File: config.mk
export PLATFORM = sky130hd
export DESIGN_NAME = ascii_bin_parser_flat
export DESIGN_NICKNAME = d
export VERILOG_FILES = /design/src/rtl/ascii_bin_parser_if.sv /design/src/rtl/ascii_bin_parser.sv /design/src/flat_wrapper.sv
export SDC_FILE = /design/constraint.sdc
export NUM_CORES = 1
export LEC_CHECK = 0
export CAP_MARGIN = 20
export CORE_MARGIN = 2
export CORE_UTILIZATION = 40
export CTS_CLUSTER_SIZE = 28
export DETAILED_ROUTE_END_ITERATION = 10
export HOLD_SLACK_MARGIN = 0.06
export PLACE_DENSITY = 0.75
export SETUP_SLACK_MARGIN = 0.15
export SLEW_MARGIN = 15
export SYNTH_ARGS = -nofsm -noshare
export SYNTH_HDL_FRONTEND = slang
export SYNTH_SLANG_ARGS = --single-unit
File: constraint.sdc
create_clock -name clk -period 1.5 [get_ports clk]
set_input_delay 0.15 -clock clk [delete_from_list [all_inputs] [get_ports clk]]
set_output_delay 0.15 -clock clk [all_outputs]
set_load 0.01 [all_outputs]
File: src/rtl/ascii_bin_parser_if.sv
// Character-in / word-out handshake bundle for ascii_bin_parser.
// slave is the parser side; master is the character source and word consumer.
interface ascii_bin_parser_if #(
  parameter int WIDTH = 5
);
  logic [7:0]       char_in;
  logic             char_valid;
  logic             char_ready;
  logic [WIDTH-1:0] value_out;
  logic             value_valid;
  logic             value_ready;
  logic             err;

  modport slave (
    input  char_in, char_valid, value_ready,
    output char_ready, value_out, value_valid, err
  );

  modport master (
    output char_in, char_valid, value_ready,
    input  char_ready, value_out, value_valid, err
  );
endinterface

File: src/rtl/ascii_bin_parser.sv
// Assembles MSB-first ASCII '0'/'1' digits into WIDTH-bit words; CR/LF ends a short word.
// Optional feature: define ASCII_BIN_PARSER_SPACE_SKIP_EN to silently consume spaces.
module ascii_bin_parser #(
  parameter int WIDTH = 5
) (
  input logic               clk,
  input logic               rst,
  ascii_bin_parser_if.slave bus
);
  localparam int CW = $clog2(WIDTH + 1);

  typedef enum logic [1:0] {
    IDLE,
    COLLECT,
    HOLD
  } state_e;

  state_e           state_q, state_d;
  logic [WIDTH-1:0] acc_q, acc_d;
  logic [WIDTH-1:0] value_q, value_d;
  logic [CW-1:0]    cnt_q, cnt_d;
  logic             err_q, err_d;

  logic             accept;
  logic             is_digit;
  logic             is_eol;
  logic             is_skip;
  logic [CW-1:0]    cnt_inc;
  logic [WIDTH:0]   acc_ext;
  logic [WIDTH-1:0] acc_shift;

  assign accept   = bus.char_valid && (state_q != HOLD);
  assign is_digit = (bus.char_in == 8'h30) || (bus.char_in == 8'h31);
  assign is_eol   = (bus.char_in == 8'h0D) || (bus.char_in == 8'h0A);
`ifdef ASCII_BIN_PARSER_SPACE_SKIP_EN
  assign is_skip  = (bus.char_in == 8'h20);
`else
  assign is_skip  = 1'b0;
`endif

  // Shift via a one-bit-wider vector so WIDTH=1 needs no special case.
  assign acc_ext   = {acc_q, bus.char_in[0]};
  assign acc_shift = acc_ext[WIDTH-1:0];
  assign cnt_inc   = cnt_q + 1'b1;

  always_comb begin
    // NOTE: every output of this block gets a default first, so no path can infer a latch.
    state_d = state_q;
    acc_d   = acc_q;
    cnt_d   = cnt_q;
    value_d = value_q;
    err_d   = 1'b0;

    case (state_q)
      IDLE, COLLECT: begin
        if (accept) begin
          if (is_digit) begin
            acc_d = acc_shift;
            cnt_d = cnt_inc;
            if (cnt_inc == CW'(WIDTH)) begin
              state_d = HOLD;
              value_d = acc_shift;
            end else begin
              state_d = COLLECT;
            end
          end else if (is_eol) begin
            // A terminator with no digits held is just line noise.
            if (state_q == COLLECT) begin
              state_d = HOLD;
              value_d = acc_q;
            end
          end else if (!is_skip) begin
            err_d   = 1'b1;
            acc_d   = '0;
            cnt_d   = '0;
            state_d = IDLE;
          end
        end
      end
      HOLD: begin
        if (bus.value_ready) begin
          state_d = IDLE;
          acc_d   = '0;
          cnt_d   = '0;
        end
      end
      default: state_d = IDLE;
    endcase
  end

  always_ff @(posedge clk) begin
    // NOTE: sequential state uses non-blocking assignments so all flops update together.
    if (rst) begin
      state_q <= IDLE;
      acc_q   <= '0;
      cnt_q   <= '0;
      value_q <= '0;
      err_q   <= 1'b0;
    end else begin
      state_q <= state_d;
      acc_q   <= acc_d;
      cnt_q   <= cnt_d;
      value_q <= value_d;
      err_q   <= err_d;
    end
  end

  assign bus.char_ready  = (state_q != HOLD);
  assign bus.value_valid = (state_q == HOLD);
  assign bus.value_out   = value_q;
  assign bus.err         = err_q;
endmodule

File: src/flat_wrapper.sv
// flat-port wrapper written by rule: the top's interface ports become plain ports
module ascii_bin_parser_flat 
#(
  parameter int WIDTH = 5
)
  (clk, rst, bus_char_in, bus_char_valid, bus_value_ready, bus_char_ready, bus_value_out, bus_value_valid, bus_err);
  ascii_bin_parser_if #(.WIDTH(WIDTH)) bus_i ();
  input logic clk;
  input logic rst;
  input wire logic [$bits(bus_i.char_in)-1:0] bus_char_in;
  input wire logic [$bits(bus_i.char_valid)-1:0] bus_char_valid;
  input wire logic [$bits(bus_i.value_ready)-1:0] bus_value_ready;
  output wire logic [$bits(bus_i.char_ready)-1:0] bus_char_ready;
  output wire logic [$bits(bus_i.value_out)-1:0] bus_value_out;
  output wire logic [$bits(bus_i.value_valid)-1:0] bus_value_valid;
  output wire logic [$bits(bus_i.err)-1:0] bus_err;
  assign bus_i.char_in = bus_char_in;
  assign bus_i.char_valid = bus_char_valid;
  assign bus_i.value_ready = bus_value_ready;
  assign bus_char_ready = bus_i.char_ready;
  assign bus_value_out = bus_i.value_out;
  assign bus_value_valid = bus_i.value_valid;
  assign bus_err = bus_i.err;
  ascii_bin_parser #(.WIDTH(WIDTH)) u_core (.clk(clk), .rst(rst), .bus(bus_i));
endmodule
==> results of run 1 <==
## final cells by class
cell class	instances	area, µm²	share of cell area
Multi-Input combinational cell	79	718	0.470
Timing Repair Buffer	44	402	0.263
Sequential cell	16	324	0.212
Tap cell	30	37.5	0.0245
Clock buffer	4	36.3	0.0237
Inverter	3	11.3	0.00736
## flip-flops by register name, indices dropped and copies added, names as in the netlist
name                  flops
u_core.bus.err            1
u_core.state_q            2
u_core.cnt_q              3
u_core.acc_q              5
u_core.bus.value_out      5
## per-layer routing
layer	wire [µm]	GRT usage
met3	114	0.0301
met2	1460	0.329
met1	1210	0.252
met4	42	0.100
met5	0	0
## repair_timing
| item | in CTS | in global routing |
|---|---|---|
| gates resized for setup | 24 | 15 |
| pin swaps | 5 | 2 |
| setup endpoints to repair | 19 | 19 |
| setup buffers | 3 | 1 |
## cell usage after synthesis, types with 3 or more instances
master / n
a21oi_1: 6
and2b_2: 6
dfxtp_1: 16
inv_1: 3
mux2_4: 5
mux2i_1: 6
nand2_1: 3
nand2b_1: 7
nand3_1: 5
nor3b_1: 3
o21ai_0: 6
or3_1: 5
## power by group through the flow
stage	Clock, mW	Sequential, mW	Combinational, mW
floorplan	0	0.437	0.0457
global placement	0	0.436	0.115
detailed placement	0	0.436	0.118
CTS	0.303	0.427	0.121
global route	0.323	0.427	0.137
finish	0.297	0.427	0.129
## worst reg2reg max path, delay by kind of cell (launching register included)
family / cells / cell delay (ns)
flip-flops: 1 / 0.38
multiplexers: 1 / 0.33
AND/OR/NAND/NOR: 1 / 0.25
XOR/XNOR: 1 / 0.16
adder cells (fa/ha/maj): 1 / 0.15
AO/OA/AOI/OAI: 1 / 0.15
## cells by family (layout without fill, tap and decap cells)
family                     Yosys count  count (layout)  share of synthesized area
adders and majority gates            2               2                     0.0244
and+or+nand+nor                     45              45                      0.333
buffers and inverters                8              51                     0.0548
muxes                               11              11                      0.132
DFF                                 16              16                      0.312
AOI/OAI and AO/OA                   20              20                      0.136
xor gates and xnor gates             1               1                    0.00853
## per-stage QoR
| step | area (µm²) | std cells | TNS [ns] | setup slack (ns) |
|---|---|---|---|---|
| 3_3_place_gp | 1390 | 168 | -5.63 | -0.433 |
| 2_1_floorplan | 1030 | 103 | 0 | 0.00201 |
| 5_1_grt | 1530 | 176 | -0.340 | -0.0741 |
| 6_report | 1530 | 176 | -0.115 | -0.0267 |
| 4_1_cts | 1490 | 175 | -0.0759 | -0.0169 |
| 3_5_place_dp | 1390 | 168 | -6.32 | -0.476 |
## path summary, 6_finish.rpt
kind | endpoint | depth (start not counted)
setup / recovery | u_core.bus.value_out[2] | 5
hold / removal | u_core.cnt_q[1] | 5
setup reg to reg | u_core.bus.value_out[2] | 5
hold reg to reg | u_core.acc_q[4] | 2
==> flow_summary.yaml, run 1 <==
floorplan:
  die_area_um2: 2990
  rows: 18
  start_util: 0.418
  ios: 20
  die_h_um: 54.7
  core_um2: 2450
  die_w_um: 54.7
logic_synthesis:
  ys.flop_type: "dfxtp_1"
  synth_cell_types: 37
  synth-edff-count: 0
  synthesis.nets: 117
  syn_inst: 103
  ys_ff_latch: 16
  avgSynthCellArea_um2: 9.97
  synthTopCellsByArea: "dfxtp_1 31%, mux2_4 7.3%, mux2i_1 5.8%"
  ys_seq_area_frac: 0.312
  synthArstFlopShare: 0
  synth.top_cell.area_share: 0.312
  yosysTopAreaCell: "dfxtp_1"
  syn-cell-area_um2: 1030
  ys_warn_count: 0
cts:
  cts_root_buf: "clkbuf_4"
  holdBufCountCts: 0
  clk_latency_ns: 0.29
  ctsLongestPathBuffers: 2
  cts_buffers: 3
  numClockSinks: 16
  clk_pin_slew_ns: 0.10
  htreeDepth: 1
  cts_tree: "yes"
drt:
  ant_nets: 0
  avgRoutedWirePerCell_um: 16.1
  totalWireLength_mm: 2.83
  vias: 947
  drt_iter0_drc: 19
  drc: 0
  drt-pass1-iter-count: 4
  via_per_inst: 5.38
timing:
  tightest_slew_ns: 0.362
  slew_violations: 0
  fin_skew_ns: 0.00112
  fmax_ghz: 0.655
  finalHoldViolations: 0
  period_share: 1.02
  fin_crit_ns: 1.53
  rsz0062_at_grt: "true"
  whs_ns: 0.431
  finalSetupViolations: 5
  relSlewSlack: 0.757
  fin_ws_ns: -0.0267
worst_setup_path:
  max_stage_delay_ns: 0.38
  worstPathMaxFanout: 5
  cp.required_ns: 1.69
  cp-start-kind: "flip-flop"
  cp_top_family: "flip-flops"
  path_cells: "ha_4 -> xor2_2 -> and4_4 -> o221ai_4 -> mux2_4"
  crit_type: "flip-flop to flip-flop"
  reg2reg_from: "u_core.cnt_q[0]"
  critPathCaptureType: "flip-flop"
  cp-startpoint: "u_core.cnt_q[0]"
  critPathArrivalTime_ns: 1.72
  slowest_stage: "dfxtp_2"
  rrSetupSlack_ns: -0.03
  crit_buf_inv: 0
layout:
  nets: 161
  antenna_cells: 0
  area_delta_synth_final_pct: 48.8
  layout_common_cells: "20 x buf_4, 13 x dfxtp_1, 7 x nand2b_1, 7 x dlygate4sd2_1"
  drive_above_1_share: 0.425
  final_common_cell: "buf_4"
  final_core_util: 0.623
  n_fill_cell: 196
outcome:
  violations: "setup timing"
  status: "finished with violations"
placement:
  place_congestion: 0.840
  portBuffers: 19
  place_hpwl_mm: 1.84
power:
  p_leak_nw: 0.739
  p_total_mw: 0.853
  ir_drop_v: 0.000424
  seqPwrFrac: 0.500
  pwr_density_cell_nw_per_um2: 558
  swShare: 0.243
  pwr-share-clk: 0.348
  internal_power_mw: 0.645
  switchingPower_mw: 0.207
  p_comb_frac: 0.152
job:
  maxCapViolations: 0
grt:
  grt_pass1_vias: 949
  grt_max_degree: 26
  antenna_found_initial: 0
  grt_usage: 0.200
  grt_pass1_wl_mm: 4.22
  gr-total-overflow: 0
min_path:
  worstHoldStart: "bus_char_in[1]"
  hold_class: "input pin to flip-flop"
(Power assumes the default switching activity.)
==> run 2: changes to the inputs <==
--- a/config.mk
+++ b/config.mk
@@ -10,8 +10,9 @@
 export CORE_UTILIZATION = 40
 export CTS_CLUSTER_SIZE = 28
 export DETAILED_ROUTE_END_ITERATION = 10
+export DONT_BUFFER_PORTS = 1
 export HOLD_SLACK_MARGIN = 0.06
-export PLACE_DENSITY = 0.75
+export PLACE_DENSITY = 0.64
 export SETUP_SLACK_MARGIN = 0.15
 export SLEW_MARGIN = 15
 export SYNTH_ARGS = -nofsm -noshare
==> run 2 against run 1 <==
The flow still finishes with violations (setup timing); die area did not move; sequential power about the same; global-route usage down 3.9 points; via count is 13% lower; non-clock buffer count is 29 lower; cell area shrank 19%; routed wire length shrank 17%; highest routed layer unchanged; hold slack worse by 0.37 ns; clock power fell by 26%; sequential share of layout area is 5.0 points higher; critical path depth grew 1.
==> flow_summary.yaml, run 2 (synthesized netlist as in run 1, its figures left out) <==
outcome:
  status: "finished with violations"
  violations: "setup timing"
timing:
  finalSetupViolations: 5
  period_share: 1.04
  fmax_ghz: 0.638
  rsz0062_at_grt: "true"
  finalHoldViolations: 0
  relSlewSlack: 0.729
  fin_skew_ns: 0.00483
  slew_violations: 0
  tightest_slew_ns: 0.407
  fin_ws_ns: -0.0665
  fin_crit_ns: 1.57
  tns_ns: -0.322
worst_setup_path:
  slowest_stage: "dfxtp_2"
  critPathCaptureType: "flip-flop"
  rrSetupSlack_ns: -0.07
  reg2reg_from: "u_core.cnt_q[1]"
  cp.required_ns: 1.68
  path_cells: "buf_6 -> inv_4 -> ha_4 -> and4_4 -> o221ai_4 -> mux2_4"
  worstPathMaxFanout: 5
  max_stage_delay_ns: 0.37
  crit_type: "flip-flop to flip-flop"
  reg2reg_depth: 6
  cp-start-kind: "flip-flop"
  critPathArrivalTime_ns: 1.74
  r2r_end: "u_core.bus.value_out[0]"
cts:
  cts_buffers: 3
  cts_root_buf: "clkbuf_4"
  htreeDepth: 1
  cts_tree: "yes"
  clk_latency_ns: 0.29
  ctsLongestPathBuffers: 2
  clk_pin_slew_ns: 0.09
  numClockSinks: 16
power:
  p_total_mw: 0.710
  ir_drop_v: 0.000346
  p_comb_frac: 0.088
  seqPwrFrac: 0.602
  swShare: 0.219
  internal_power_mw: 0.554
  switchingPower_mw: 0.156
  p_leak_nw: 0.506
  pwr-share-clk: 0.310
  pwr_density_cell_nw_per_um2: 573
floorplan:
  die_w_um: 54.7
  rows: 18
  core_um2: 2450
  die_h_um: 54.7
  ios: 20
  die_area_um2: 2990
  start_util: 0.418
min_path:
  worstHoldPathCells: 2
  worstHoldStart: "rst"
  hold_class: "input pin to flip-flop"
  holdPathEnd: "u_core.acc_q[2]"
placement:
  place_hpwl_mm: 1.50
  place_congestion: 0.853
  preCtsSetupSlack_ns: -0.0624
  portBuffers: 0
grt:
  antenna_found_initial: 0
  grt_max_degree: 15
  gr-total-overflow: 0
  grt_usage: 0.161
  grt_pass1_vias: 800
  grt_pass1_wl_mm: 3.39
layout:
  seq_area_um2: 324
  n_fill_cell: 212
  drive_above_1_share: 0.362
  area_delta_synth_final_pct: 20.5
  multi_input_area_um2: 698
  antenna_cells: 0
  nets: 132
  layout_common_cells: "13 x dfxtp_1, 9 x buf_4, 7 x nand2b_1"
  final_common_cell: "dfxtp_1"
drt:
  drt_iter0_drc: 30
  totalWireLength_mm: 2.35
  vias: 827
  ant_nets: 0
  via_per_inst: 5.66
  drc: 0
  drt-pass1-iter-count: 4
  avgRoutedWirePerCell_um: 16.1
job:
  maxCapViolations: 0
[run 2: metrics by stage]
stage	utilization	cell area (µm²)	hold WS, ns	std cells
finish	0.504	1240	0.0609	146
floorplan	-	1030	0.319	103
global placement	0.450	1100	0.225	137
CTS	0.490	1200	0.0607	145
global route	0.504	1240	0.0735	146
detailed placement	0.450	1100	0.226	137
[run 2: critical path, delay by kind of cell, from the launching register on]
family | cells | cell delay (ns)
DFF | 1 | 0.37
muxes | 1 | 0.33
AOI/OAI and AO/OA | 1 | 0.26
and+or+nand+nor | 1 | 0.20
buffers and inverters | 2 | 0.16
adders and majority gates | 1 | 0.15
[run 2: layer usage]
metal | up-vias | part of all wire | wire (µm) | global-route usage
li1 | 411 | - | - | -
met1 | 379 | 0.41 | 962 | 0.185
met2 | 33 | 0.51 | 1200 | 0.280
met3 | 4 | 0.062 | 145 | 0.0519
met4 | 0 | 0.015 | 36 | 0.0500
met5 | - | 0 | 0 | 0
[run 2: what timing repair did]
action	in CTS	in global routing
gates cloned	0	0
setup endpoints to repair	8	11
pin swaps	2	2
hold buffers	4	0
hold endpoints to repair	8	0
buffers inserted	1	1
gates resized for setup	5	8
[run 2: final cells by class]
type,instances,share of cell area
timing repair buffer,15,0.114
inverter,3,0.0111
tap,30,0.0303
sequential,16,0.262
clock buffer,3,0.0182
multi-input combinational,79,0.564
[run 2: how the worst max path moves through the flow]
stage                               start                      end  slack, ns  cells after the start
final                     u_core.cnt_q[1]  u_core.bus.value_out[0]      -0.07                      6
after global placement    u_core.cnt_q[1]  u_core.bus.value_out[0]      -0.02                      5
after detailed placement  u_core.cnt_q[1]  u_core.bus.value_out[0]      -0.06                      5
after global routing      u_core.cnt_q[1]  u_core.bus.value_out[3]      -0.09                      6
after CTS                 u_core.cnt_q[0]  u_core.bus.value_out[0]      -0.07                      5
after floorplan            bus_char_in[1]  u_core.bus.value_out[0]      0.002                      5
[run 2: power by group through the flow]
stage | sequential [mW] | clock (mW) | combinational [mW]
after floorplan | 0.437 | 0 | 0.0457
after global placement | 0.437 | 0 | 0.0473
after detailed placement | 0.437 | 0 | 0.0479
after CTS | 0.427 | 0.226 | 0.0607
after global routing | 0.428 | 0.246 | 0.0644
final | 0.427 | 0.220 | 0.0623
==> run 3: changes to the inputs <==
--- a/config.mk
+++ b/config.mk
@@ -12,7 +12,7 @@
 export DETAILED_ROUTE_END_ITERATION = 10
 export DONT_BUFFER_PORTS = 1
 export HOLD_SLACK_MARGIN = 0.06
-export PLACE_DENSITY = 0.64
+export PLACE_DENSITY = 0.62
 export SETUP_SLACK_MARGIN = 0.15
 export SLEW_MARGIN = 15
 export SYNTH_ARGS = -nofsm -noshare
==> constraint.sdc (replaced) <==
create_clock -name clk -period 1.8 [get_ports clk]
set_input_delay 0.18 -clock clk [delete_from_list [all_inputs] [get_ports clk]]
set_output_delay 0.18 -clock clk [all_outputs]
set_load 0.01 [all_outputs]
==> run 3 against run 2 <==
The flow now finishes without violations; critical path depth shrank 1; via count shrank 7.0%; hold slack gained 0.024 ns; maximum frequency shrank 2.9%; largest power group unchanged; critical endpoint is now u_core.bus.value_out[3].
==> flow_summary.yaml, run 3 (synthesized netlist as in run 1, its figures left out) <==
grt:
  antenna_found_initial: 0
  grt_pass1_vias: 723
  grt_pass1_wl_mm: 3.30
  grt_max_degree: 22
  gr-total-overflow: 0
  grt_usage: 0.156
cts:
  cts_root_buf: "clkbuf_4"
  clk_latency_ns: 0.28
  clk_pin_slew_ns: 0.08
  cts_tree: "yes"
  htreeDepth: 1
  numClockSinks: 16
  cts_buffers: 3
  ctsLongestPathBuffers: 2
timing:
  fmax_ghz: 0.620
  tns_ns: 0
  relSlewSlack: 0.695
  tightest_slew_ns: 0.457
  rsz0062_at_grt: "false"
  period_share: 0.896
  whs_ns: 0.0850
  fin_skew_ns: 0.00229
  finalHoldViolations: 0
  fin_crit_ns: 1.61
  slew_violations: 0
  finalSetupViolations: 0
  fin_ws_ns: 0.186
worst_setup_path:
  path_cells: "ha_2 -> xor2_2 -> and4_4 -> o221ai_4 -> mux2_4"
  cp-start-kind: "flip-flop"
  crit_type: "flip-flop to flip-flop"
  cp-startpoint: "u_core.cnt_q[0]"
  max_stage_delay_ns: 0.38
  reg2reg_from: "u_core.cnt_q[0]"
  critPathArrivalTime_ns: 1.78
  crit_buf_inv: 0
  worstPathMaxFanout: 5
  cp.required_ns: 1.97
  critPathCaptureType: "flip-flop"
  slowest_stage: "dfxtp_1"
  cp_top_family: "flip-flops"
drt:
  vias: 769
  drc: 0
  via_per_inst: 5.65
  totalWireLength_mm: 2.09
  ant_nets: 0
  drt_iter0_drc: 13
  avgRoutedWirePerCell_um: 15.3
  drt-pass1-iter-count: 4
min_path:
  hold_class: "input pin to flip-flop"
  worstHoldStart: "rst"
power:
  ir_drop_v: 0.000500
  pwr_density_cell_nw_per_um2: 518
  p_leak_nw: 0.437
  p_total_mw: 0.569
layout:
  drive_above_1_share: 0.264
  antenna_cells: 0
  final_common_cell: "dfxtp_1"
  layout_common_cells: "15 x dfxtp_1, 7 x nand2b_1"
  final_area_um2: 1100
  nets: 122
  area_delta_synth_final_pct: 6.94
  n_fill_cell: 254
floorplan:
  die_area_um2: 2990
  ios: 20
  die_h_um: 54.7
  core_um2: 2450
  start_util: 0.418
  rows: 18
  die_w_um: 54.7
placement:
  place_area_um2: 1040
  place_hpwl_mm: 1.52
  place_congestion: 0.907
  portBuffers: 0
  preCtsSetupSlack_ns: 0.113
job:
  maxCapViolations: 0
outcome:
  status: "complete, no violations"
==> run 3: cell count changes in the layout (fill, tap and decap cells not counted), moves of 2 or more <==
cell and delta:
buf_4 -6, dfxtp_1 +2, dfxtp_2 -2, ha_4 -2
==> run 3: cell type report <==
| cell class | count | area, µm² | share of cell area |
|---|---|---|---|
| clock buffer | 3 | 22.5 | 0.0205 |
| inverter | 3 | 11.3 | 0.0103 |
| multi-input combinational | 79 | 663 | 0.604 |
| sequential | 16 | 322 | 0.293 |
| tap | 30 | 37.5 | 0.0342 |
| timing repair buffer | 5 | 42.5 | 0.0387 |
==> run 3: per-stage QoR <==
step                       util  instances
after global placement    0.425        131
after global routing      0.448        136
after CTS                 0.443        136
after floorplan               -        103
after detailed placement  0.425        131
final                     0.448        136
==> run 3: power breakdown <==
part / switching (mW) / internal [mW]
Combinational: 0.0181 / 0.0200
Clock: 0.0968 / 0.0775
Sequential: 0.00117 / 0.355
==> run 3: path summary, 6_finish.rpt <==
check	to	slack (ns)	cells past startpoint
min	u_core.acc_q[4]	0.09	2
min reg2reg	u_core.state_q[0]	0.46	1
max reg2reg	u_core.bus.value_out[3]	0.19	5
max	u_core.bus.value_out[3]	0.19	5
==> run 3: repair_timing <==
item,CTS,global route
setup buffers,0,0
hold buffers,2,0
setup endpoints to repair,5,5
pin swaps,1,0
gates resized for setup,1,3
hold endpoints to repair,6,0
==> run 3: metal layers <==
metal / track usage / vias up / wire, µm
met5: 0 / - / 0
met2: 0.256 / 14 / 1010
li1: - / 383 / -
met3: 0.0628 / 2 / 105
met1: 0.189 / 370 / 957
met4: 0.0375 / 0 / 19
